`src/rtl/globalDefinitions.sv`:
```
// Shared definitions for the line-RAM datapath: FSM state types and width helpers.
package globalDefinitions;

    typedef enum logic [1:0] {
        IDLE,
        RUN,
        DRAIN
    } readStreamState_t;

    // Ceiling log2, floored at 1 so a single-element line still gets a select port.
    function automatic int unsigned log2(input int unsigned value);
        int unsigned width;
        width = 1;
        while ((32'd1 << width) < value) width++;
        return width;
    endfunction

endpackage

```
`src/rtl/ram_read_streamer_fifo.sv`:
```
// Small synchronous FIFO with occupancy count; push and pop may coincide even when full.
module small_sync_fifo #(
    parameter  int unsigned WIDTH = 8,
    parameter  int unsigned DEPTH = 3,
    localparam int unsigned PTR_W = (DEPTH > 1) ? $clog2(DEPTH) : 1,
    localparam int unsigned CNT_W = $clog2(DEPTH + 1)
) (
    input  logic             clk,
    input  logic             rst_n,
    input  logic             push,
    input  logic [WIDTH-1:0] push_data,
    input  logic             pop,
    output logic [WIDTH-1:0] head,
    output logic [CNT_W-1:0] count,
    output logic             empty,
    output logic             full
);

    logic [WIDTH-1:0] mem [DEPTH];
    logic [PTR_W-1:0] wr_ptr;
    logic [PTR_W-1:0] rd_ptr;
    logic             do_push;
    logic             do_pop;

    function automatic logic [PTR_W-1:0] ptr_inc(input logic [PTR_W-1:0] p);
        return (p == PTR_W'(DEPTH - 1)) ? '0 : p + PTR_W'(1);
    endfunction

    assign empty   = (count == '0);
    assign full    = (count == CNT_W'(DEPTH));
    assign head    = mem[rd_ptr];
    assign do_pop  = pop && !empty;
    assign do_push = push && (!full || do_pop);

    always_ff @(posedge clk) begin
        if (!rst_n) begin
            wr_ptr <= '0;
            rd_ptr <= '0;
            count  <= '0;
            for (int unsigned i = 0; i < DEPTH; i++) mem[i] <= '0;
        end else begin
            if (do_push) begin
                mem[wr_ptr] <= push_data;
                wr_ptr      <= ptr_inc(wr_ptr);
            end
            if (do_pop) rd_ptr <= ptr_inc(rd_ptr);
            case ({do_push, do_pop})
                2'b10:   count <= count + CNT_W'(1);
                2'b01:   count <= count - CNT_W'(1);
                default: count <= count;
            endcase
        end
    end

    overflow_check:  assert property (@(posedge clk) disable iff (!rst_n) !(push && full && !pop));
    underflow_check: assert property (@(posedge clk) disable iff (!rst_n) !(pop && empty));

endmodule

```
`src/rtl/ram_read_streamer.sv`:
```
// Burst read sequencer for the banked line RAM: issues one element read per cycle and
// re-times the registered RAM output into a valid/ready stream with last-marking.
module ram_read_streamer
    import globalDefinitions::*;
#(
    parameter  int unsigned ADDR_WIDTH = 1,
    parameter  int unsigned WORD_SIZE  = 1,
    parameter  int unsigned WORDS      = 1,
    parameter  int unsigned LEN_WIDTH  = 16,
    localparam int unsigned ELM_W      = log2(WORDS)
) (
    input  logic                       clk,
    input  logic                       rst_n,
    input  logic                       cmd_valid,
    output logic                       cmd_ready,
    input  logic [ADDR_WIDTH-1:0]      cmd_addr,
    input  logic [ELM_W-1:0]           cmd_elm,
    input  logic [LEN_WIDTH-1:0]       cmd_len,
    output logic [ADDR_WIDTH-1:0]      raddr,
    output logic [ELM_W-1:0]           raddrElm,
    input  logic [WORDS*WORD_SIZE-1:0] ram_q,
    output logic [WORD_SIZE-1:0]       out_data,
    output logic                       out_valid,
    input  logic                       out_ready,
    output logic                       out_last,
    output logic                       done
);

    localparam int unsigned FIFO_DEPTH = 3;
    localparam int unsigned CNT_W      = $clog2(FIFO_DEPTH + 1);

    readStreamState_t     state;
    readStreamState_t     next_state;
    logic [LEN_WIDTH-1:0] remaining;
    logic                 inflight;
    logic                 inflight_last;
    logic                 rd_issue;
    logic                 accept;
    logic                 pop;
    logic                 last_read;
    logic [CNT_W-1:0]     fifo_count;
    logic [CNT_W:0]       occupancy;
    logic                 fifo_empty;
    logic                 fifo_full;
    logic [WORD_SIZE:0]   fifo_head;

    assign accept    = cmd_valid && cmd_ready;
    assign pop       = out_valid && out_ready;
    assign last_read = (remaining == LEN_WIDTH'(1));
    // Reads in flight count against FIFO space so the RAM output never needs to be dropped.
    assign occupancy = {1'b0, fifo_count} + (CNT_W + 1)'(inflight);

    assign out_valid = !fifo_empty;
    assign out_data  = fifo_head[WORD_SIZE-1:0];
    assign out_last  = fifo_head[WORD_SIZE];

    always_comb begin
        next_state = state;
        rd_issue   = 1'b0;
        unique case (state)
            IDLE: begin
                if (accept && cmd_len != '0) next_state = RUN;
            end
            RUN: begin
                rd_issue = (remaining != '0) && (occupancy <= (CNT_W + 1)'(2));
                if (rd_issue && last_read) next_state = DRAIN;
            end
            DRAIN: begin
                if (pop && out_last) next_state = IDLE;
            end
            default: next_state = IDLE;
        endcase
    end

    always_ff @(posedge clk) begin
        if (!rst_n) begin
            state         <= IDLE;
            cmd_ready     <= 1'b0;
            raddr         <= '0;
            raddrElm      <= '0;
            remaining     <= '0;
            inflight      <= 1'b0;
            inflight_last <= 1'b0;
            done          <= 1'b0;
        end else begin
            state         <= next_state;
            cmd_ready     <= (next_state == IDLE);
            inflight      <= rd_issue;
            inflight_last <= rd_issue && last_read;
            done          <= (accept && cmd_len == '0) || (pop && out_last);
            if (accept) begin
                raddr     <= cmd_addr;
                raddrElm  <= cmd_elm;
                remaining <= cmd_len;
            end else if (rd_issue) begin
                remaining <= remaining - LEN_WIDTH'(1);
                if (raddrElm == ELM_W'(WORDS - 1)) begin
                    raddrElm <= '0;
                    raddr    <= raddr + ADDR_WIDTH'(1);
                end else begin
                    raddrElm <= raddrElm + ELM_W'(1);
                end
            end
        end
    end

    small_sync_fifo #(
        .WIDTH (WORD_SIZE + 1),
        .DEPTH (FIFO_DEPTH)
    ) u_fifo (
        .clk       (clk),
        .rst_n     (rst_n),
        .push      (inflight),
        .push_data ({inflight_last, ram_q[WORD_SIZE-1:0]}),
        .pop       (pop),
        .head      (fifo_head),
        .count     (fifo_count),
        .empty     (fifo_empty),
        .full      (fifo_full)
    );

endmodule

```
`config.mk`:
```
export PLATFORM = sky130hd
export DESIGN_NAME = ram_read_streamer
export DESIGN_NICKNAME = d
export VERILOG_FILES = /design/src/rtl/globalDefinitions.sv /design/src/rtl/ram_read_streamer_fifo.sv /design/src/rtl/ram_read_streamer.sv
export SDC_FILE = /design/constraint.sdc
export NUM_CORES = 1
export LEC_CHECK = 0
export ABC_CLOCK_PERIOD_IN_PS = 2500
export CAP_MARGIN = 20
export CORE_MARGIN = 2
export CORE_UTILIZATION = 55
export CTS_CLUSTER_DIAMETER = 80
export CTS_CLUSTER_SIZE = 14
export DETAILED_ROUTE_END_ITERATION = 10
export HOLD_SLACK_MARGIN = 0.03
export PLACE_DENSITY_LB_ADDON = 0.05
export SLEW_MARGIN = 5
export SYNTH_ARGS = -nofsm -noshare
export SYNTH_HDL_FRONTEND = slang
export SYNTH_HIERARCHICAL = 1
export SYNTH_SLANG_ARGS = --single-unit
```
`constraint.sdc`:
```
create_clock -name clk -period 2.5 [get_ports clk]
set_input_delay 0.5 -clock clk [delete_from_list [all_inputs] [get_ports clk]]
set_output_delay 0.5 -clock clk [all_outputs]
set_load 0.02 [all_outputs]
```
==> flow_metrics.py <==
metrics = {
    "clock_tree": {
        "ctsLongestPathBuffers": 2,
        "cts_buffers": 5,
        "cts.clk_slew.worst_paths_ns": 0.08,
        "cts_tree": "done",
        "cts-root-buf": "clkbuf_8",
        "htree_levels": 2,
        "clkLatencyLatePin_ns": 0.30,
        "post_cts_buffers": 0,
        "numClockSinks": 40,
    },
    "floorplan": {
        "rows": 23,
        "start_util_pct": 56.87,
        "core_sq_um": 3971,
        "die_area_sq_um": 4635,
        "die_h_microns": 68.08,
        "io_pins": 30,
        "dieWidth_microns": 68.08,
    },
    "routing": {
        "routed_wl_microns": 5458,
        "wl_per_cell_microns": 16.20,
        "drc": 0,
        "postRouteAntennaNets": 0,
        "drt_iter0_markers": 157,
        "vias": 2120,
        "vias_per_cell": 6.291,
        "firstDrtPassIters": 4,
    },
    "timing": {
        "rsz0062_at_grt": "no",
        "timing.setup.tns_ns": 0,
        "skew_ns": 0.003293,
        "setup_viol": 0,
        "min_period_over_period_pct": 92.46,
        "period_minus_slack_ns": 2.312,
        "layout_setup_ws_ns": 0.1885,
        "slew_violations": 0,
        "tightest_slew_ns": 0.6610,
        "max-slew-margin-rel_pct": 55.74,
        "fin_hold_ws_ns": 0.4532,
        "final_hold_viol_count": 0,
        "max_freq_mhz": 432.6,
    },
    "cells_and_area": {
        "antenna_cells": 0,
        "fin_util_pct": 69.41,
        "nFillCells": 322,
        "finalNetCount": 316,
        "area_growth_pct": 22.05,
        "drive_above_1_share_pct": 9.756,
        "final_cells": 337,
    },
    "worst_hold_path": {
        "hold_path_class": "flop to flop",
    },
    "critical_path": {
        "critPathLaunchType": "flop",
        "cp_data_required_time_ns": 2.73,
        "critPathArrivalTime_ns": 2.54,
        "crit_path_end_kind": "flop",
        "worstPathMaxFanout": 9,
        "crit_type": "flop to flop",
    },
    "yosys": {
        "synthesis.nets": 283,
        "synth_area_sq_um": 2258,
        "syn_area_per_cell_sq_um": 8.927,
        "syn_inst": 253,
        "yosysWarnings": 6,
    },
    "outcome": {
        "outcome": "finished clean",
    },
    "global_route": {
        "track_usage_pct": 26.82,
        "grt_pass1_wl_microns": 9094,
        "grt_start_max_net_pins": 20,
        "grt-ovfl-total": 0,
        "grt_pass1_vias": 1893,
        "antenna_found_initial": 0,
    },
    "power_and_ir_drop": {
        "p_leak_nw": 0.9666,
        "ir_worst_vdd_uv": 303.6,
        "power_density_nw_per_um2": 627.0,
    },
    "placed_design": {
        "placedCellCount": 329,
        "dpl.hpwl_microns": 3976,
        "numPortBuffers": 29,
        "gp_congestion": 0.7901,
        "place_worst_setup_slack_ns": 0.2312,
    },
    "job": {
        "cap_violations": 0,
    },
}
worst max-delay path, cell delays in order (launching register included):
cell and delay (ns):
dfxtp_1 0.36, ha_1 0.18, inv_1 0.05, ha_1 0.25, nor3b_1 0.18, buf_4 0.17
o211ai_1 0.25, or4_1 0.60, a31oi_1 0.18
through the flow:
stage               instance area (sq um)  total power [W]
detailed placement                   2641         0.001202
global route                         2756         0.001818
CTS                                  2753         0.001732
floorplan                            2258         0.001043
global placement                     2641         0.001196
finish                               2756         0.001728
layer usage:
layer  share of wire, %  vias up  global-route usage, %
met5                  0        -                      0
met4                1.5        0                  9.000
met3                6.4        7                  5.428
met2                 44       77                  39.68
met1                 48      991                  38.94
li1                   -     1045                      -
final cells by class:
type                    instances  area, sq um  share of cell area, %
multi-input cells             190         1291                  46.85
flip-flops and latches         40        880.8                  31.96
repair buffers                 41        380.4                  13.80
clock buffers                   5        68.82                  2.497
well taps                      50        62.56                  2.270
clock inverters                 3        42.54                  1.543
inverters                       8        30.03                  1.089
cell usage in the layout (no fill, tap or decap), drive strengths merged, types with 5 or more instances in the layout:
cell type / n
dfxtp: 32
clkdlybuf4s50: 29
o21ai: 21
nand2: 17
nor4: 14
nor2: 12
buf: 12
nor3: 11
a31oi: 10
o31ai: 9
inv: 8
edfxtp: 8
or4: 8
or3: 7
nand3: 7
ha: 7
nand2b: 6
nor3b: 5
clkbuf: 5
sequential cells by signal, indices dropped and copies added (netlist names), 2 cells and up, named ones only:
signal	flops
u_fifo/wr_ptr	2
state	2
remaining	16
u_fifo/rd_ptr	2
u_fifo/mem	8
u_fifo/count	2
final timing paths:
path / cells past startpoint / end / startpoint / slack [ns]
hold / removal: 0 / u_fifo/mem[3][1] / inflight_last / 0.45
setup reg to reg: 8 / remaining[14] / inflight / 0.19
hold reg to reg: 0 / u_fifo/mem[3][1] / inflight_last / 0.45
setup / recovery: 8 / remaining[14] / inflight / 0.19
repair_timing:
action | in CTS | in global routing
gates resized for setup | 0 | 1
hold buffers | 0 | 0
endpoints found under the setup margin | 0 | 3
power breakdown:
part / switching (W) / total, W / internal, W / leakage (nW)
Sequential: 0.0000539 / 0.000753 / 0.000699 / 0.340
Combinational: 0.000243 / 0.000444 / 0.000201 / 0.571
Clock: 0.000236 / 0.000531 / 0.000296 / 0.0558
Total: 0.000533 / 0.00173 / 0.00120 / 0.967
(Power assumes the default switching activity.)
